==> config.mk <==
export PLATFORM = sky130hd
export DESIGN_NAME = dot_operand_feeder
export DESIGN_NICKNAME = d
export VERILOG_FILES = /design/src/rtl/dot_operand_feeder_pkg.sv /design/src/rtl/dot_operand_feeder_operand_bank.sv /design/src/rtl/dot_operand_feeder.sv
export SDC_FILE = /design/constraint.sdc
export NUM_CORES = 1
export LEC_CHECK = 0
export BUFFER_PORTS_ARGS = -buffer_cell sky130_fd_sc_hd__buf_2
export CORE_MARGIN = 4
export CORE_UTILIZATION = 45
export DETAILED_ROUTE_END_ITERATION = 8
export GPL_ROUTABILITY_DRIVEN = 0
export HOLD_SLACK_MARGIN = 0.15
export PLACE_DENSITY = 0.65
export SYNTH_ARGS = -nofsm -noshare
export SYNTH_HDL_FRONTEND = slang
export SYNTH_SLANG_ARGS = --single-unit
==> constraint.sdc <==
create_clock -name CLK -period 2.1 [get_ports CLK]
set_input_delay 0.105 -clock CLK [delete_from_list [all_inputs] [get_ports CLK]]
set_output_delay 0.105 -clock CLK [all_outputs]
set_load 0.05 [all_outputs]
==> src/rtl/dot_operand_feeder_pkg.sv <==
// Shared constants and state encoding for the dot-product feeder and its compute block.
package dot_operand_feeder_pkg;

  localparam int DEPTH   = 8;
  localparam int WIDTH   = 8;
  localparam int RES_W   = 16;
  localparam int TIMEOUT = 4;

  localparam int ADDR_W = $clog2(DEPTH);
  localparam int HOLD_W = $clog2(DEPTH + 2);
  localparam int WCNT_W = $clog2(TIMEOUT + 1);

  typedef enum logic [1:0] {
    S_IDLE,
    S_KICK,
    S_STREAM,
    S_WAIT
  } state_t;

endpackage

==> src/rtl/dot_operand_feeder_operand_bank.sv <==
// DEPTH x WIDTH operand register file: synchronous write and clear, asynchronous read.
module operand_bank
  import dot_operand_feeder_pkg::*;
(
  input  logic              CLK,
  input  logic              clr,
  input  logic              we,
  input  logic [ADDR_W-1:0] waddr,
  input  logic [WIDTH-1:0]  wdata,
  input  logic [ADDR_W-1:0] raddr,
  output logic [WIDTH-1:0]  rdata
);

  logic [WIDTH-1:0] mem [DEPTH];

  // NOTE: this array is cleared on reset only because stale operands must never reach the
  // compute block; storage without that need is normally left unreset.
  always_ff @(posedge CLK) begin
    if (clr) begin
      for (int i = 0; i < DEPTH; i++) mem[i] <= '0;
    end else if (we) begin
      mem[waddr] <= wdata;
    end
  end

  assign rdata = mem[raddr];

endmodule

==> src/rtl/dot_operand_feeder.sv <==
// Loads operand vectors A/B, kicks the compute block, streams element pairs and captures the result.
module dot_operand_feeder
  import dot_operand_feeder_pkg::*;
(
  input  logic              CLK,
  input  logic              RST,
  input  logic              WE,
  input  logic              WSEL,
  input  logic [ADDR_W-1:0] WADDR,
  input  logic [WIDTH-1:0]  WDATA,
  input  logic              GO,
  input  logic              DONE_IN,
  input  logic [RES_W-1:0]  RESULT_IN,
  output logic              START_OUT,
  output logic [WIDTH-1:0]  A_OUT,
  output logic [WIDTH-1:0]  B_OUT,
  output logic              BUSY,
  output logic [RES_W-1:0]  DOT_RESULT,
  output logic              RESULT_VALID,
  output logic              ERR
);

  localparam logic [ADDR_W-1:0] LAST_IDX  = ADDR_W'(DEPTH - 1);
  localparam logic [HOLD_W-1:0] HOLD_LOAD = HOLD_W'(DEPTH + 1);
  localparam logic [WCNT_W-1:0] WAIT_MAX  = WCNT_W'(TIMEOUT);

  state_t             state_q, state_d;
  logic [ADDR_W-1:0]  idx_q, idx_d, rd_idx;
  logic [WCNT_W-1:0]  wcnt_q, wcnt_d;
  logic [HOLD_W-1:0]  hold_q, hold_d;
  logic               start_q, start_d, busy_q, busy_d;
  logic               valid_q, valid_d, err_q, err_d;
  logic [WIDTH-1:0]   a_q, a_d, b_q, b_d, a_rdata, b_rdata;
  logic [RES_W-1:0]   res_q, res_d;

  // Writes are frozen for the whole run so the streamed vectors stay coherent.
  logic wr_ok;
  assign wr_ok = WE && !busy_q;

  operand_bank u_bank_a (
    .CLK(CLK), .clr(RST), .we(wr_ok && !WSEL), .waddr(WADDR), .wdata(WDATA),
    .raddr(rd_idx), .rdata(a_rdata)
  );

  operand_bank u_bank_b (
    .CLK(CLK), .clr(RST), .we(wr_ok && WSEL), .waddr(WADDR), .wdata(WDATA),
    .raddr(rd_idx), .rdata(b_rdata)
  );

  // NOTE: every signal assigned here gets a default first, so no path leaves one unassigned
  // and no latch is inferred.
  always_comb begin
    state_d = state_q;
    idx_d   = idx_q;
    wcnt_d  = wcnt_q;
    hold_d  = (hold_q != '0) ? hold_q - 1'b1 : '0;
    start_d = 1'b0;
    a_d     = '0;
    b_d     = '0;
    res_d   = res_q;
    valid_d = valid_q;
    err_d   = err_q;
    rd_idx  = '0;

    case (state_q)
      S_IDLE: begin
        if (GO && hold_q == '0 && !busy_q) begin
          state_d = S_KICK;
          start_d = 1'b1;
          valid_d = 1'b0;
          err_d   = 1'b0;
        end
      end
      S_KICK: begin
        state_d = S_STREAM;
        idx_d   = '0;
        a_d     = a_rdata;
        b_d     = b_rdata;
      end
      S_STREAM: begin
        // Pre-fetch the next pair so the registered outputs line up with the stream index.
        if (idx_q == LAST_IDX) begin
          state_d = S_WAIT;
          wcnt_d  = '0;
        end else begin
          idx_d  = idx_q + 1'b1;
          rd_idx = idx_q + 1'b1;
          a_d    = a_rdata;
          b_d    = b_rdata;
        end
      end
      S_WAIT: begin
        if (DONE_IN) begin
          res_d   = RESULT_IN;
          valid_d = 1'b1;
          state_d = S_IDLE;
        end else begin
          wcnt_d = wcnt_q + 1'b1;
          if (wcnt_q + 1'b1 == WAIT_MAX) begin
            err_d   = 1'b1;
            state_d = S_IDLE;
          end
        end
      end
      default: state_d = S_IDLE;
    endcase

    busy_d = (hold_d != '0) || (state_d != S_IDLE);
  end

  // NOTE: sequential state uses non-blocking assignments so every register samples
  // pre-edge values regardless of statement order.
  always_ff @(posedge CLK) begin
    if (RST) begin
      state_q <= S_IDLE;
      idx_q   <= '0;
      wcnt_q  <= '0;
      hold_q  <= HOLD_LOAD;
      start_q <= 1'b0;
      busy_q  <= 1'b1;
      a_q     <= '0;
      b_q     <= '0;
      res_q   <= '0;
      valid_q <= 1'b0;
      err_q   <= 1'b0;
    end else begin
      state_q <= state_d;
      idx_q   <= idx_d;
      wcnt_q  <= wcnt_d;
      hold_q  <= hold_d;
      start_q <= start_d;
      busy_q  <= busy_d;
      a_q     <= a_d;
      b_q     <= b_d;
      res_q   <= res_d;
      valid_q <= valid_d;
      err_q   <= err_d;
    end
  end

  assign START_OUT    = start_q;
  assign A_OUT        = a_q;
  assign B_OUT        = b_q;
  assign BUSY         = busy_q;
  assign DOT_RESULT   = res_q;
  assign RESULT_VALID = valid_q;
  assign ERR          = err_q;

endmodule

==> out/results.tsv, run 1 <==
metric	value	unit
path_cells	ha_2 -> ha_1 -> or3b_1 -> buf_12 -> a211oi_1 -> a211o_1 -> o221ai_2	
ys_warn_count	0	
cts_tree	done	
cts_buffers	17	
cp_max_fo	35	
vdd_drop_max	0.498	mV
slowest_delay	0.41	ns
rows	47	
seq_area_frac_synth	61.6	%
min_from	WDATA[1]	
start_kind	flop	
powerDensity	780	mW/mm^2
multi_input_area	0.00280	mm^2
antennaDiodeCount	0	
initial_core_util	46.5	%
post-route-period-util	95.3	%
drt_first_pass_iters	4	
grt_pass1_vias	5311	
viasPerCell	5.29	
syn2layout_area_growth	18.5	%
cp.arrival	2.31	ns
status	finished clean	
end_kind	flop	
mappedNetlistNets	663	
post-place-ws	0.121	ns
clockBufferDepth	2	
cp.required	2.41	ns
antenna_found_initial	0	
drt_iter0_drc	324	
ios	69	
setup.worst_path.class	reg2reg	
period_needed	2.00	ns
core	0.0168	mm^2
hold_path_class	in2reg	
placedCellCount	908	
synth_edf_count	128	
regArea	0.00480	mm^2
hold_path_end	u_bank_a.mem[7][1]	
layout_common_cells	and2_1 (129), edfxtp_1 (128), buf_2 (68), dfxtp_1 (48), mux2i_1 (48)	
vias	5060	
root_buffer	clkbuf_16	
ant_nets	0	
async_flop_share	0	%
reg2reg_depth	7	
yosysTopAreaCell	edfxtp_1	
fin_skew	0.0107	ns
setup_viol	0	
relSlewSlack	58.5	%
place_hpwl	11900	um
postCtsSetupRepairBufs	0	
mostFrequentLayoutCell	and2_1	
synth-main-ff-cell	edfxtp_1	
track_usage	18.2	%
timing.fmax	500	MHz
hold_depth	2	
crit_buf_inv	1	
cp_slowest_cell	or3b_1	
cts_sinks	176	
post_drt_wl_per_cell	18.1	um
drv_slew	0	
synth_top_cell_area_share	49.3	%
grt_pass1_wl	27500	um
fp.dieArea	0.0195	mm^2
hold_viol	0	
crit-reg2reg-launch	idx_q[0]	
synth_area_leaders	edfxtp_1 (49%), dfxtp_1 (12%), and2_1 (10%), mux2i_1 (6.2%), nand2_1 (2.2%)	
clk_pin_slew_worst_paths	0.07	ns
drc_errors	0	
cpLargestDelayFamily	compound AO/OA/AOI/OAI gates	
r2r_slack	0.1	ns
worstSkewPairLatency	0.43	ns
postSynthCellCount	621	
fin_tns_setup	0	ns
grt_max_degree	49	
routed_wirelength	17300	um
r2r_end	A_OUT[2]	
die_w	140	um
finalWorstSetupSlack	0.0989	ns
maxCapViolations	0	
syn_area	0.00780	mm^2
post-route-util	55.1	%
yosys_register_bits	176	
numPortBuffers	68	
nNetsFinal	766	
drive_gt1_share	21.0	%
globalRouteOverflowTotal	0	
dieHeight	140	um
rsz0062_at_grt	false	
leakage	3.69	nW
synth.distinct_cells	44	
instances_no_fill	957	
ctsHtreeMaxLevel	4	
fillCellCount	1398	
tightest_slew	0.623	ns
avgSynthCellArea	12.6	um^2
path_depth	7	
==> how the worst max path moves through the flow <==
stage | start | endpoint
2_1_floorplan | BUSY | u_bank_a.mem[1][0]
3_3_place_gp | state_q[0] | B_OUT[4]
3_5_place_dp | idx_q[0] | A_OUT[2]
4_1_cts | idx_q[0] | A_OUT[2]
5_1_grt | idx_q[0] | B_OUT[4]
6_report | idx_q[0] | A_OUT[2]
==> per-stage QoR <==
step	power [W]	hold slack, ns	instance area (um^2)
2_1_floorplan	0.00409	0.241	7800
3_3_place_gp	0.00423	0.346	8500
3_5_place_dp	0.00425	0.356	8500
4_1_cts	0.00726	0.197	9230
5_1_grt	0.00747	0.207	9240
6_report	0.00721	0.218	9240
==> synth_stat cells, drive strengths merged (4+ instances only) <==
cell type,instances
clkbuf,18
nor2,24
nand2b,9
o221ai,16
nor4b,4
nor3,6
mux2i,48
or2,4
edfxtp,128
inv,4
dfxtp,48
and2,129
nor2b,18
a21oi,27
buf,16
ha,9
nand2,45
o21ai,16
a211o,16
a211oi,17
==> worst reg2reg max path, stage by stage (launching register included) <==
cell and delay, ns:
dfxtp_1 0.33, ha_2 0.19, ha_1 0.20, or3b_1 0.41, buf_12 0.19, a211oi_1 0.28
a211o_1 0.20, o221ai_2 0.09
==> report_power, final <==
part	total, W	internal [W]	switching [W]	leakage, nW
Combinational	0.000338	0.000127	0.000211	1.70
Sequential	0.00385	0.00381	0.0000438	1.71
Clock	0.00302	0.00160	0.00142	0.278
Total	0.00721	0.00554	0.00167	3.69
==> layer usage <==
metal / GRT usage (%) / wire (um)
met1: 21.6 / 7130
met2: 33.1 / 9220
met3: 3.98 / 719
met4: 5.41 / 269
met5: 0 / 0
==> timing repair <==
action / in CTS / in global routing
resized for setup: 0 / 1
hold buffers: 17 / 0
endpoints found under the hold margin: 18 / 0
setup endpoints to repair: 0 / 1
==> cells by family after synthesis <==
group           Yosys count  share of synthesized area, %
simple gates            248                          18.3
flops                   176                          61.6
compound gates          101                          9.90
mux                      48                          6.16
buf+inv                  38                          2.50
fa+ha+maj                 9                          1.44
xor+xnor                  1                         0.112
==> registers in the layout (all words and copies together), names as in the netlist <==
signal,flops
u_bank_b.mem,64
state_q,2
DOT_RESULT,16
u_bank_a.mem,64
A_OUT,8
idx_q,3
START_OUT,1
wcnt_q,3
BUSY,1
RESULT_VALID,1
B_OUT,8
ERR,1
hold_q,4
==> final cells by class <==
cell class | count | share of cell area [%]
clock buffer | 19 | 4.80
clock inverter | 13 | 1.34
inverter | 4 | 0.163
multi-input combinational | 407 | 30.3
sequential | 176 | 52.0
tap | 220 | 2.98
timing repair buffer | 118 | 8.39
(Power assumes the default switching activity.)
==> run 2, diff against run 1 <==
MAX_ROUTING_LAYER = met4   (was unset)
==> run 2 against run 1 <==
- combinational power is essentially flat
- total power hardly changed
- global-route usage increased by 0.47 points
- critical path depth unchanged
==> out/results.tsv, run 2 (synthesis gave the netlist of run 1 again) <==
metric	value	unit	change
status	finished clean		
drv_slew	0		unchanged
postCtsSetupRepairBufs	0		unchanged
endpoint	A_OUT[2]		
grt_pass1_wl	27400	um	-0.15%
start_kind	flop		
hold_path_class	in2reg		
antenna_found_initial	0		unchanged
post-place-ws	0.121	ns	unchanged
root_buffer	clkbuf_16		
clk_pin_slew_worst_paths	0.07	ns	about the same
place_hpwl	11900	um	unchanged
period_needed	2.01	ns	+0.00520 ns
vias	5069		+0.18%
ctsHtreeMaxLevel	4		unchanged
cp_slowest_cell	or3b_1		
globalRouteOverflowTotal	0		unchanged
maxCapViolations	0		unchanged
slowest_delay	0.41	ns	about the same
reg2reg_depth	7		unchanged
cp.arrival	2.31	ns	about the same
crit-reg2reg-launch	idx_q[0]		
powerDensity	780	mW/mm^2	about the same
clockBufferDepth	2		unchanged
routed_wirelength	17300	um	-0.25%
cts_buffers	17		unchanged
ios	69		unchanged
core	0.0168	mm^2	unchanged
grt_max_degree	49		unchanged
cts_tree	done		
hold_ws	0.211	ns	-0.00660 ns
grt_pass1_vias	5296		-0.28%
cp_max_fo	35		unchanged
r2r_end	A_OUT[2]		
syn2layout_area_growth	18.5	%	unchanged
initial_core_util	46.5	%	unchanged
vdd_drop_max	0.499	mV	+0.22%
tightest_slew	0.622	ns	-0.000852 ns
hold_viol	0		unchanged
p_total	0.00721	W	about the same
timing.fmax	498	MHz	-0.26%
r2r_slack	0.09	ns	about the same
drt_iter0_drc	345		+6.5%
drt_first_pass_iters	4		unchanged
viasPerCell	5.30		+0.18%
post-route-period-util	95.5	%	+0.25 points
worstSkewPairLatency	0.43	ns	about the same
cts_sinks	176		unchanged
nNetsFinal	766		unchanged
leakage	3.69	nW	unchanged
cp.required	2.41	ns	about the same
fillCellCount	1398		unchanged
end_kind	flop		
postLayoutCellArea	0.00924	mm^2	unchanged
placed_cell_area	0.00850	mm^2	unchanged
die_w	140	um	unchanged
hold_depth	2		unchanged
setup.worst_path.class	reg2reg		
path_cells	ha_2 -> ha_1 -> or3b_1 -> buf_12 -> a211oi_1 -> a211o_1 -> o221ai_2		
rows	47		unchanged
relSlewSlack	58.5	%	about the same
cp-startpoint	idx_q[0]		
track_usage	18.7	%	+0.47 points
setup_viol	0		unchanged
dieHeight	140	um	unchanged
fin_skew	0.0105	ns	-0.000286 ns
fp.dieArea	0.0195	mm^2	unchanged
ant_nets	0		unchanged
drive_gt1_share	21.0	%	unchanged
post_drt_wl_per_cell	18.1	um	-0.25%
finalWorstSetupSlack	0.0937	ns	-0.00520 ns
numPortBuffers	68		unchanged
mostFrequentLayoutCell	and2_1		
antennaDiodeCount	0		unchanged
drc_errors	0		unchanged
layout_common_cells	and2_1 (129), edfxtp_1 (128), buf_2 (68), dfxtp_1 (48), mux2i_1 (48)		
rsz0062_at_grt	false		
run 2: cell type report:
cell class              instances  area (um^2)  share of cell area [%]
well taps                     220          275                    2.98
repair buffers                118          774                    8.39
inverters                       4         15.0                   0.163
clock inverters                13          124                    1.34
clock buffers                  19          443                    4.80
flip-flops and latches        176         4800                    52.0
multi-input cells             407         2800                    30.3
run 2: repair_timing:
item / CTS / global route
endpoints found under the hold margin: 18 / 0
gates resized for setup: 0 / 1
hold buffers: 17 / 0
setup endpoints to repair: 0 / 1
run 2: worst min path at each step:
stage                               to    startpoint  slack [ns]
floorplan                DOT_RESULT[0]  RESULT_IN[0]        0.24
global placement         DOT_RESULT[7]  RESULT_IN[7]        0.35
global route        u_bank_b.mem[5][1]      WDATA[1]        0.21
detailed placement       DOT_RESULT[8]  RESULT_IN[8]        0.36
finish              u_bank_b.mem[7][3]      WDATA[3]        0.21
CTS                 u_bank_b.mem[7][0]      WDATA[0]        0.20
run 2: report_power, final:
group,internal [W],switching [W],leakage (nW)
clock network,0.00160,0.00142,0.278
logic,0.000127,0.000210,1.70
registers,0.00381,0.0000436,1.71
total,0.00554,0.00167,3.69
run 2: critical path, delay by kind of cell (launching register included):
kind                     cells  cell delay, ns
AO/OA/AOI/OAI                3            0.56
AND/OR/NAND/NOR              1            0.41
adder cells (fa/ha/maj)      2            0.39
flip-flops                   1            0.33
buffers and inverters        1            0.19
run 2: metrics by stage:
| step | cells | util (%) | setup TNS, ns |
|---|---|---|---|
| after CTS | 957 | 55.1 | 0 |
| after global placement | 908 | 50.7 | 0 |
| after global routing | 957 | 55.1 | 0 |
| after floorplan | 621 | - | -1.15 |
| final | 957 | 55.1 | 0 |
| after detailed placement | 908 | 50.7 | 0 |
run 2: layer usage:
layer	routed length [um]	track usage [%]
met1	7090	21.4
met2	9110	33.3
met3	807	3.64
met5	0	-
met4	293	5.56
